### src/rtl/fetch_stage.sv
// fetch_stage: instruction-fetch stage and IF/ID pipeline register.
//
// Owns the PC and issues instruction-memory requests over a ready handshake.
// It applies hazard-unit stalls, flushes and branch/jump redirects.
// A bubble in IF/ID is Instruction=0, PCPlus4=0, IFID_Valid=0.
//
// Parameters:
//   RESET_PC     PC loaded on reset
// Ports:
//   Clk, Rst     clock; synchronous active-high reset
//   Stall        hold IF/ID and PC
//   Flush        load a bubble into IF/ID (PC, FSM and skid unaffected)
//   Redirect     taken branch / jump resolved in ID, target on RedirectPC
//   imem_req     fetch request (forced low while Rst=1)
//   imem_addr    fetch address (current PC)
//   imem_rdata   instruction word, valid with imem_ready
//   imem_ready   response strobe, may assert in the request cycle
//   Instruction  IF/ID instruction word
//   PCPlus4      IF/ID PC+4
//   IFID_Valid   IF/ID holds a real instruction
//
// Build option:
//   FETCH_DELAY_SLOT_EN  when defined, the word after a branch is kept as a
//                        delay slot; otherwise that word is squashed.
module fetch_stage #(
    parameter logic [31:0] RESET_PC = 32'h0000_0000
) (
    input  logic        Clk,
    input  logic        Rst,
    input  logic        Stall,
    input  logic        Flush,
    input  logic        Redirect,
    input  logic [31:0] RedirectPC,
    output logic        imem_req,
    output logic [31:0] imem_addr,
    input  logic [31:0] imem_rdata,
    input  logic        imem_ready,
    output logic [31:0] Instruction,
    output logic [31:0] PCPlus4,
    output logic        IFID_Valid
);

    typedef enum logic [1:0] {FETCH, HELD, DRAIN} state_e;

    state_e      state_q, state_d;
    logic [31:0] pc_q, pc_d;
    logic [31:0] skid_instr_q, skid_instr_d;
    logic [31:0] skid_pc4_q, skid_pc4_d;
    logic [31:0] tgt_q, tgt_d;
    logic [31:0] instr_q, instr_d;
    logic [31:0] pc4_q, pc4_d;
    logic        valid_q, valid_d;
    logic        redir;
    logic [31:0] pc_plus4;
`ifdef FETCH_DELAY_SLOT_EN
    logic        pend_q, pend_d;
    logic [31:0] next_pc;
`endif

    assign imem_req    = !Rst && (state_q != HELD);
    assign imem_addr   = pc_q;
    assign Instruction = instr_q;
    assign PCPlus4     = pc4_q;
    assign IFID_Valid  = valid_q;

    always_comb begin
        state_d      = state_q;
        pc_d         = pc_q;
        skid_instr_d = skid_instr_q;
        skid_pc4_d   = skid_pc4_q;
        tgt_d        = tgt_q;
        instr_d      = instr_q;
        pc4_d        = pc4_q;
        valid_d      = valid_q;
        // Redirect is only honoured when not stalled; the hazard unit holds it.
        redir        = Redirect && !Stall;
        pc_plus4     = pc_q + 32'd4;
`ifdef FETCH_DELAY_SLOT_EN
        pend_d       = pend_q;
        // The target replaces +4 when the delay-slot word is accepted.
        if (redir)       next_pc = RedirectPC;
        else if (pend_q) next_pc = tgt_q;
        else             next_pc = pc_plus4;

        case (state_q)
            FETCH: begin
                if (imem_ready) begin
                    pc_d   = next_pc;
                    pend_d = 1'b0;
                    if (Stall) begin
                        skid_instr_d = imem_rdata;
                        skid_pc4_d   = pc_plus4;
                        state_d      = HELD;
                    end else begin
                        instr_d = imem_rdata;
                        pc4_d   = pc_plus4;
                        valid_d = 1'b1;
                    end
                end else begin
                    if (redir) begin
                        pend_d = 1'b1;
                        tgt_d  = RedirectPC;
                    end
                    if (!Stall) begin
                        instr_d = '0;
                        pc4_d   = '0;
                        valid_d = 1'b0;
                    end
                end
            end
            HELD: begin
                if (!Stall) begin
                    instr_d = skid_instr_q;
                    pc4_d   = skid_pc4_q;
                    valid_d = 1'b1;
                    state_d = FETCH;
                    // pc_q already moved past the skid word (the delay slot).
                    if (redir) pc_d = RedirectPC;
                end
            end
            default: state_d = FETCH;
        endcase
`else
        case (state_q)
            FETCH: begin
                if (imem_ready) begin
                    if (redir) begin
                        pc_d    = RedirectPC;
                        instr_d = '0;
                        pc4_d   = '0;
                        valid_d = 1'b0;
                    end else if (Stall) begin
                        skid_instr_d = imem_rdata;
                        skid_pc4_d   = pc_plus4;
                        pc_d         = pc_plus4;
                        state_d      = HELD;
                    end else begin
                        instr_d = imem_rdata;
                        pc4_d   = pc_plus4;
                        valid_d = 1'b1;
                        pc_d    = pc_plus4;
                    end
                end else if (redir) begin
                    // Outstanding request must complete before the PC may move.
                    tgt_d   = RedirectPC;
                    state_d = DRAIN;
                    instr_d = '0;
                    pc4_d   = '0;
                    valid_d = 1'b0;
                end else if (!Stall) begin
                    instr_d = '0;
                    pc4_d   = '0;
                    valid_d = 1'b0;
                end
            end
            HELD: begin
                if (redir) begin
                    pc_d    = RedirectPC;
                    state_d = FETCH;
                    instr_d = '0;
                    pc4_d   = '0;
                    valid_d = 1'b0;
                end else if (!Stall) begin
                    instr_d = skid_instr_q;
                    pc4_d   = skid_pc4_q;
                    valid_d = 1'b1;
                    state_d = FETCH;
                end
            end
            DRAIN: begin
                if (redir) tgt_d = RedirectPC;
                if (!Stall) begin
                    instr_d = '0;
                    pc4_d   = '0;
                    valid_d = 1'b0;
                end
                if (imem_ready) begin
                    pc_d    = redir ? RedirectPC : tgt_q;
                    state_d = FETCH;
                end
            end
            default: state_d = FETCH;
        endcase
`endif
        // Flush overrides Stall for IF/ID only.
        if (Flush) begin
            instr_d = '0;
            pc4_d   = '0;
            valid_d = 1'b0;
        end
    end

    always_ff @(posedge Clk) begin
        if (Rst) begin
            state_q      <= FETCH;
            pc_q         <= RESET_PC;
            skid_instr_q <= '0;
            skid_pc4_q   <= '0;
            tgt_q        <= '0;
            instr_q      <= '0;
            pc4_q        <= '0;
            valid_q      <= 1'b0;
`ifdef FETCH_DELAY_SLOT_EN
            pend_q       <= 1'b0;
`endif
        end else begin
            state_q      <= state_d;
            pc_q         <= pc_d;
            skid_instr_q <= skid_instr_d;
            skid_pc4_q   <= skid_pc4_d;
            tgt_q        <= tgt_d;
            instr_q      <= instr_d;
            pc4_q        <= pc4_d;
            valid_q      <= valid_d;
`ifdef FETCH_DELAY_SLOT_EN
            pend_q       <= pend_d;
`endif
        end
    end

endmodule
### config.mk
export PLATFORM = sky130hd
export DESIGN_NAME = fetch_stage
export DESIGN_NICKNAME = d
export VERILOG_FILES = /design/src/rtl/fetch_stage.sv
export SDC_FILE = /design/constraint.sdc
export NUM_CORES = 1
export LEC_CHECK = 0
export CAP_MARGIN = 20
export CORE_MARGIN = 2
export CORE_UTILIZATION = 47
export DETAILED_ROUTE_END_ITERATION = 12
export GPL_ROUTABILITY_DRIVEN = 1
export PLACE_DENSITY = 0.81
export SLEW_MARGIN = 20
export SYNTH_ARGS = -nofsm -noshare
export SYNTH_HDL_FRONTEND = slang
export SYNTH_SLANG_ARGS = --single-unit
### constraint.sdc
create_clock -name Clk -period 6.8 [get_ports Clk]
set_clock_uncertainty 0.2 [all_clocks]
set_input_delay 1.36 -clock Clk [delete_from_list [all_inputs] [get_ports Clk]]
set_output_delay 1.36 -clock Clk [all_outputs]
set_load 0.05 [all_outputs]
==> impl_metrics.ini, run 1 <==
[critical_path]
cp_cell_sequence = buf_4 > nor2_1 > clkdlybuf4s50_1
path_delay_family = buffers and inverters
reg2regPathDepth = 10
critPathKind = input port to output port
r2r_slack_ps = 3450
timing.rr.end = imem_addr[21]
cp-end-kind = output port
cp_data_required_time_ps = 5240
cp-start-kind = input port
critPathCapture = imem_req
path_depth = 3
worstReg2RegStart = state_q[0]
crit_path_max_incr_delay_ps = 860
cp_max_fo = 49
slowest_stage = clkdlybuf4s50_1
critPathBufInv = 2
startpoint = Rst
crit_arrival_ps = 2830

[cells_and_area]
nFillCells = 1763
finalNonFillerCells = 1611
fin_nets = 1403
diodes = 0
final_layout_size_suffix_gt1_frac = 0.0597
utilization = 0.591
syn_to_final_growth_pct = 24.6

[clock_network]
cts.repair.resized = 0
clk_pin_slew_ps = 70
clock_sinks = 195
post_cts_buffers = 0
cts-htree-levels = 4
ctsHoldBuffers = 0
cts_tree = done
cts-root-buf = clkbuf_16
insertion_delay_ps = 430
cts_buffer_depth = 2
cts_inserted_buffers = 17

[timing]
hold_viol = 0
setup_viol = 0
max_slew.worst_pin.slew_ps = 896
fin_crit_sh = 0.645
finalCriticalPeriod_ps = 4390
max_freq_mhz = 228
setup_tns_ps = 0
fin_ws_ps = 2410
rsz0062_at_grt = no
relSlewSlack = 0.400
timing.final.max_slew_violations = 0

[synthesis]
synth_top_family_by_area = compound AO/OA/AOI/OAI gates
syn-cell-area_sq_mm = 0.00954
ys.flop_type = dfxtp_1
async_reset_ff_frac = 0
synth_compound_area_frac = 0.295
ys_ff_latch = 195
muxShareOfSynthArea = 0.00105
synth_simple_gate_area_frac = 0.210
synth_cell_type_count = 67
ys_seq_area_frac = 0.409
avgSynthCellArea_sq_um = 7.74
syn_nets = 1307
yosys_warnings = 0
synthCells = 1232
synthAdderAreaFrac = 0.00656
synth_edf_count = 0
synth_xor_area_frac = 0.0265

[power]
ir_worst_vdd_v = 0.000204
power_frac_seq = 0.405
p_total_w = 0.00325
p_clk_frac = 0.321
power_switching_w = 0.00115
leakage_nw = 4.17
p_sw_frac = 0.354
p_int_w = 0.00210
pwr-share-comb = 0.274
powerDensity_mw_per_mm2 = 274

[routing]
wl_per_cell_microns = 18.8
finalWirelength_microns = 30400
drc = 0
vias = 9885
vias_per_cell = 6.14
drtAntennaViolNets = 0
drt-initial-drc-count = 1278
drt_first_pass_iters = 6

[floorplanning]
initial_utilization = 0.474
rows = 52
die_h_microns = 146
die_width_microns = 146
core_sq_mm = 0.0201
ios = 168
die_area_sq_mm = 0.0214

[global_routing]
antenna_found_initial = 0
grt_pass1_vias = 8955
grt_max_degree = 74
track_usage = 0.277
grt_pass1_wl_microns = 48300
overflow = 0

[min_path]
hp-start = tgt_q[19]
hold_path.class = register to register

[place]
dp_cells = 1579
dp_slack_ps = 2320
dp_hpwl_microns = 20200
gp_congestion = 0.958
numPortBuffers = 167

[flow_run]
maxCapViolations = 0

[run_status]
status = completed
[worst min path at each step]
stage / to / slack (ps) / cells after the start
floorplan: tgt_q[12] / 240 / 2
global placement: skid_instr_q[15] / 240 / 2
detailed placement: tgt_q[20] / 250 / 2
CTS: tgt_q[20] / 260 / 2
global route: skid_instr_q[8] / 270 / 2
finish: tgt_q[19] / 260 / 2
[worst register-to-register path, cell delays in order (launching register included)]
cell and delay [ps]:
dfxtp_1 430, inv_1 90, ha_1 300, buf_4 410
and2_1 200, buf_4 410, a21o_1 470, a22oi_1 230
o21ai_0 140, a21oi_1 100, a311oi_1 280
[sequential cells by signal (all words and copies together) (netlist names)]
signal	flops
IFID_Valid	1
skid_instr_q	32
tgt_q	32
imem_addr	32
skid_pc4_q	32
Instruction	32
state_q	2
PCPlus4	32
[logic make-up after synthesis]
family          Yosys count
simple gates            457
compound gates          426
flops                   195
buf+inv                 120
xor+xnor                 28
fa+ha+maj                 5
mux                       1
[cell type report]
class                           count  area, sq um  share of cell area
Multi-Input combinational cell    917         5170               0.436
Inverter                           11         41.3             0.00348
Clock inverter                     11          140              0.0118
Tap cell                          270          338              0.0284
Sequential cell                   195         3900               0.329
Clock buffer                       21          470              0.0396
Timing Repair Buffer              186         1810               0.153
[Yosys cell counts (6+ instances only)]
| master | count | area [sq um] |
|---|---|---|
| nand4_1 | 10 | 62.6 |
| a221oi_1 | 23 | 201 |
| o21ai_0 | 65 | 325 |
| xnor2_1 | 14 | 123 |
| and2_1 | 6 | 37.5 |
| a21oi_1 | 133 | 666 |
| a22o_1 | 39 | 342 |
| o211ai_1 | 9 | 67.6 |
| o31ai_1 | 10 | 75.1 |
| nor3_1 | 25 | 125 |
| dfxtp_1 | 195 | 3900 |
| a21o_1 | 12 | 90.1 |
| nand3_1 | 29 | 145 |
| nand2_1 | 222 | 833 |
| nor2_1 | 127 | 477 |
| clkbuf_1 | 84 | 315 |
| a31oi_1 | 9 | 56.3 |
| buf_1 | 13 | 48.8 |
| inv_1 | 10 | 37.5 |
| and3_1 | 7 | 43.8 |
| a22oi_1 | 54 | 405 |
| xor2_1 | 13 | 114 |
| a211oi_1 | 31 | 233 |
[per-stage QoR]
step           instance area [sq um]  hold slack, ps
2_1_floorplan                   9540             236
3_3_place_gp                   11300             241
3_5_place_dp                   11300             246
4_1_cts                        11900             256
5_1_grt                        11900             272
6_report                       11900             256
[layout by cell type, fill, tap and decap left out, types with 12 or more instances in the layout]
cell type and n:
nor2_1 125, nand3_1 29, a22oi_1 54, a221oi_1 23, nand2_1 222, nor3_1 23, o21ai_0 65, xnor2_1 14
a21oi_1 133, a211oi_1 31, clkbuf_16 17, xor2_1 13, clkdlybuf4s50_1 166, dfxtp_1 195, a22o_1 39, a21o_1 12
buf_4 20
[metal layers]
| layer | vias up | track usage | part of all wire |
|---|---|---|---|
| met5 | - | 0 | 0 |
| met4 | 0 | 0.100 | 0.028 |
| met3 | 67 | 0.0653 | 0.10 |
| met2 | 557 | 0.432 | 0.45 |
| met1 | 4631 | 0.376 | 0.42 |
| li1 | 4630 | - | - |
[power by group through the flow]
stage	Combinational (W)	Sequential (W)	Clock (W)
final	0.000891	0.00132	0.00104
after floorplan	0.000468	0.00145	0
after CTS	0.000876	0.00131	0.00105
after detailed placement	0.000871	0.00134	0
after global routing	0.000954	0.00133	0.00110
after global placement	0.000858	0.00134	0
(Power assumes the default switching activity.)
==> inputs of run 2 (changes only) <==
--- a/config.mk
+++ b/config.mk
@@ -10,7 +10,7 @@
 export CORE_UTILIZATION = 47
 export DETAILED_ROUTE_END_ITERATION = 12
 export GPL_ROUTABILITY_DRIVEN = 1
-export PLACE_DENSITY = 0.81
+export PLACE_DENSITY = 0.84
 export SLEW_MARGIN = 20
 export SYNTH_ARGS = -nofsm -noshare
 export SYNTH_HDL_FRONTEND = slang
==> constraint.sdc (replaced) <==
create_clock -name Clk -period 3.95 [get_ports Clk]
set_clock_uncertainty 0.2 [all_clocks]
set_input_delay 0.79 -clock Clk [delete_from_list [all_inputs] [get_ports Clk]]
set_output_delay 0.79 -clock Clk [all_outputs]
set_load 0.05 [all_outputs]
==> run 2 against run 1 <==
Effect of this change: global-route usage grew 0.46 points; final area rose by 0.88%; power up 71%; first-iteration DRC count rose by 16%; critical path type is now register to output port; critical endpoint unchanged; largest power group unchanged; highest routed layer unchanged.
==> impl_metrics.ini, run 2 (synthesis results as in run 1) <==
[run_status]
status = completed

[clock_network]
cts-root-buf = clkbuf_16
clk_pin_slew_ps = 80
cts_buffer_depth = 2
cts_inserted_buffers = 17
clock_sinks = 195
cts.repair.resized = 0
cts_tree = done
cts-htree-levels = 4
post_cts_buffers = 0
ctsHoldBuffers = 0
insertion_delay_ps = 450

[power]
leakage_nw = 4.24
powerDensity_mw_per_mm2 = 465
ir_worst_vdd_v = 0.000341
p_total_w = 0.00557

[cells_and_area]
final_common_cell = nand2_1
diodes = 0
syn_to_final_growth_pct = 25.7
design_area_sq_mm = 0.0120
seq_area_sq_mm = 0.00390
multi_input_area_sq_mm = 0.00517
final_cell_mix = 222 x nand2_1, 195 x dfxtp_1, 166 x clkdlybuf4s50_1
fin_nets = 1420
nFillCells = 1746
utilization = 0.596
final_layout_size_suffix_gt1_frac = 0.0714

[timing]
finalCriticalPeriod_ps = 3390
timing.final.max_slew_violations = 0
setup_viol = 0
max_freq_mhz = 295
hold_viol = 0
relSlewSlack = 0.239
fin_crit_sh = 0.859
rsz0062_at_grt = no
max_slew.worst_pin.slew_ps = 1140
setup_tns_ps = 0

[global_routing]
grt_pass1_wl_microns = 49200
antenna_found_initial = 0
grt_pass1_vias = 9113
grt_max_degree = 71
overflow = 0
track_usage = 0.282

[routing]
drt-initial-drc-count = 1477
drt_first_pass_iters = 6
vias_per_cell = 6.19
finalWirelength_microns = 31100
drc = 0
drtAntennaViolNets = 0
vias = 10072
wl_per_cell_microns = 19.1

[floorplanning]
initial_utilization = 0.474
core_sq_mm = 0.0201
die_area_sq_mm = 0.0214
die_h_microns = 146
ios = 168
die_width_microns = 146
rows = 52

[critical_path]
crit_arrival_ps = 2400
cp_data_required_time_ps = 2960
cp-start-kind = register
cp-end-kind = output port
critPathKind = register to output port
cp_max_fo = 14

[min_path]
hold_path.class = register to register

[place]
gp_congestion = 0.932
dp_hpwl_microns = 20900
placed_area_sq_mm = 0.0114
numPortBuffers = 167

[flow_run]
maxCapViolations = 0
==> run 2: layer usage <==
metal	routed length, microns	share of wire	GRT usage	vias to the layer above
met5	0	0	0	-
met4	1020	0.033	0.120	0
met3	3170	0.10	0.0491	90
met2	14300	0.46	0.440	600
met1	12600	0.40	0.385	4720
li1	-	-	-	4662
==> run 2: where the power goes <==
part / leakage [nW] / switching (W) / internal, W
Clock: 0.289 / 0.000885 / 0.000852
Sequential: 1.59 / 0.000156 / 0.00210
Combinational: 2.36 / 0.00104 / 0.000533
==> run 2: final cells by class <==
class	count	area share
Clock inverter	15	0.0137
Multi-Input combinational cell	917	0.432
Timing Repair Buffer	203	0.162
Clock buffer	17	0.0355
Tap cell	270	0.0282
Sequential cell	195	0.326
Inverter	11	0.00345
==> run 2: path summary, 6_finish.rpt <==
kind | slack, ps | from | cells past startpoint | endpoint
worst max-delay path | 560 | state_q[1] | 4 | imem_req
worst min-delay path | 260 | skid_instr_q[13] | 2 | skid_instr_q[13]
worst max register to register | 800 | state_q[0] | 7 | imem_addr[24]
worst min register to register | 260 | skid_instr_q[13] | 2 | skid_instr_q[13]
==> run 2: critical path, stage by stage, from the launching register on <==
cell,delay [ps]
dfxtp_1,430
inv_1,90
ha_1,400
nor2_1,190
clkdlybuf4s50_1,860
==> run 2: metrics by stage <==
step	cells	hold WS (ps)	setup WS [ps]
2_1_floorplan	1232	236	1070
3_3_place_gp	1596	241	363
3_5_place_dp	1596	247	333
4_1_cts	1628	257	598
5_1_grt	1628	273	469
6_report	1628	257	559
==> inputs of run 3 (changes only) <==
--- a/config.mk
+++ b/config.mk
@@ -7,10 +7,10 @@
 export LEC_CHECK = 0
 export CAP_MARGIN = 20
 export CORE_MARGIN = 2
-export CORE_UTILIZATION = 47
+export CORE_UTILIZATION = 48
 export DETAILED_ROUTE_END_ITERATION = 12
 export GPL_ROUTABILITY_DRIVEN = 1
-export PLACE_DENSITY = 0.84
+export PLACE_DENSITY = 0.86
 export SLEW_MARGIN = 20
 export SYNTH_ARGS = -nofsm -noshare
 export SYNTH_HDL_FRONTEND = slang
==> run 3 against run 2 <==
Effect of this change: cell count fell by 0.18%; sequential share of layout area fell by 0.12 points; first-iteration DRC count fell by 17%; non-clock buffer count rose by 2; largest power group unchanged; die area fell by 2.0%; clock power rose by 5%; register-to-register slack barely moved.
==> impl_metrics.ini, run 3 (synthesis results as in run 1) <==
[clock_network]
cts_inserted_buffers = 17
cts.repair.resized = 0
cts-htree-levels = 4
cts_tree = done
cts_buffer_depth = 2
ctsHoldBuffers = 0
cts-root-buf = clkbuf_16
clock_sinks = 195
insertion_delay_ps = 440
post_cts_buffers = 0
clk_pin_slew_ps = 80

[place]
gp_congestion = 0.941
dp_hpwl_microns = 21200
placed_area_sq_mm = 0.0114
numPortBuffers = 167

[timing]
relSlewSlack = 0.307
hold_viol = 0
finalCriticalPeriod_ps = 3300
hold_ws_ps = 257
setup_tns_ps = 0
rsz0062_at_grt = no
fin_crit_sh = 0.835
max_slew.worst_pin.slew_ps = 1040
timing.final.max_slew_violations = 0
setup_viol = 0
max_freq_mhz = 303

[routing]
drtAntennaViolNets = 0
drc = 0
vias = 10173
finalWirelength_microns = 31300
drt-initial-drc-count = 1222
wl_per_cell_microns = 19.2
drt_first_pass_iters = 8
vias_per_cell = 6.26

[power]
p_clk_frac = 0.321
ir_worst_vdd_v = 0.000397
p_int_w = 0.00361
leakage_nw = 4.27
p_sw_frac = 0.363
powerDensity_mw_per_mm2 = 471
p_total_w = 0.00566
power_frac_seq = 0.399
power_switching_w = 0.00205
pwr-share-comb = 0.280

[global_routing]
grt_pass1_vias = 9347
grt_use_met1 = 0.375
antenna_found_initial = 0
busiest_layer = met2
overflow = 0
grt_max_degree = 61
grt_pass1_wl_microns = 49700
track_usage = 0.288
met3_usage = 0.0730
grt.met2_usage = 0.449

[floorplanning]
die_h_microns = 145
die_area_sq_mm = 0.0210
ios = 168
initial_utilization = 0.490
rows = 51
die_width_microns = 145
core_sq_mm = 0.0195

[critical_path]
critPathKind = register to output port
cp_max_fo = 5
cp-end-kind = output port
cp_data_required_time_ps = 2960
cp-start-kind = register
crit_arrival_ps = 2310

[cells_and_area]
design_area_sq_mm = 0.0120
utilization = 0.618
final_common_cell = nand2_1
syn_to_final_growth_pct = 26.1
final_cell_mix = 222 x nand2_1, 195 x dfxtp_1, 166 x clkdlybuf4s50_1
diodes = 0
multi_input_area_sq_mm = 0.00517
fin_nets = 1422
nFillCells = 1673
seq_area_sq_mm = 0.00390
final_layout_size_suffix_gt1_frac = 0.0728

[min_path]
hold_path.class = register to register

[run_status]
status = completed

[flow_run]
maxCapViolations = 0
run 3: power groups by stage:
stage          registers (W)  logic, W  clock network, W
3_3_place_gp         0.00229   0.00152                 0
5_1_grt              0.00227   0.00168           0.00190
6_report             0.00226   0.00159           0.00182
3_5_place_dp         0.00230   0.00155                 0
2_1_floorplan        0.00249  0.000806                 0
4_1_cts              0.00225   0.00156           0.00183
run 3: final timing paths:
check                     from           to  slack (ps)  cells after the start
setup / recovery    state_q[1]     imem_req         650                      4
hold / removal        tgt_q[9]     tgt_q[9]         260                      2
setup reg to reg  imem_addr[3]  PCPlus4[26]         800                      8
hold reg to reg       tgt_q[9]     tgt_q[9]         260                      2
run 3: cell type report:
class,count,area share
inverter,11,0.00343
multi-input combinational,917,0.430
clock buffer,17,0.0354
timing repair buffer,205,0.164
sequential,195,0.325
tap,265,0.0276
clock inverter,15,0.0156
run 3: metal layers:
layer	vias to the layer above	part of all wire
met5	-	0
met4	0	0.039
met3	93	0.11
met2	659	0.45
met1	4759	0.40
li1	4662	-
run 3: worst max-delay path, stage by stage (launching register included):
cell,delay (ps)
dfxtp_1,410
inv_1,90
ha_1,210
nor2_1,280
clkdlybuf4s50_1,870
run 3: metrics by stage:
stage,setup slack [ps],instances
2_1_floorplan,1070,1232
3_3_place_gp,534,1593
3_5_place_dp,501,1593
4_1_cts,705,1625
5_1_grt,616,1625
6_report,653,1625
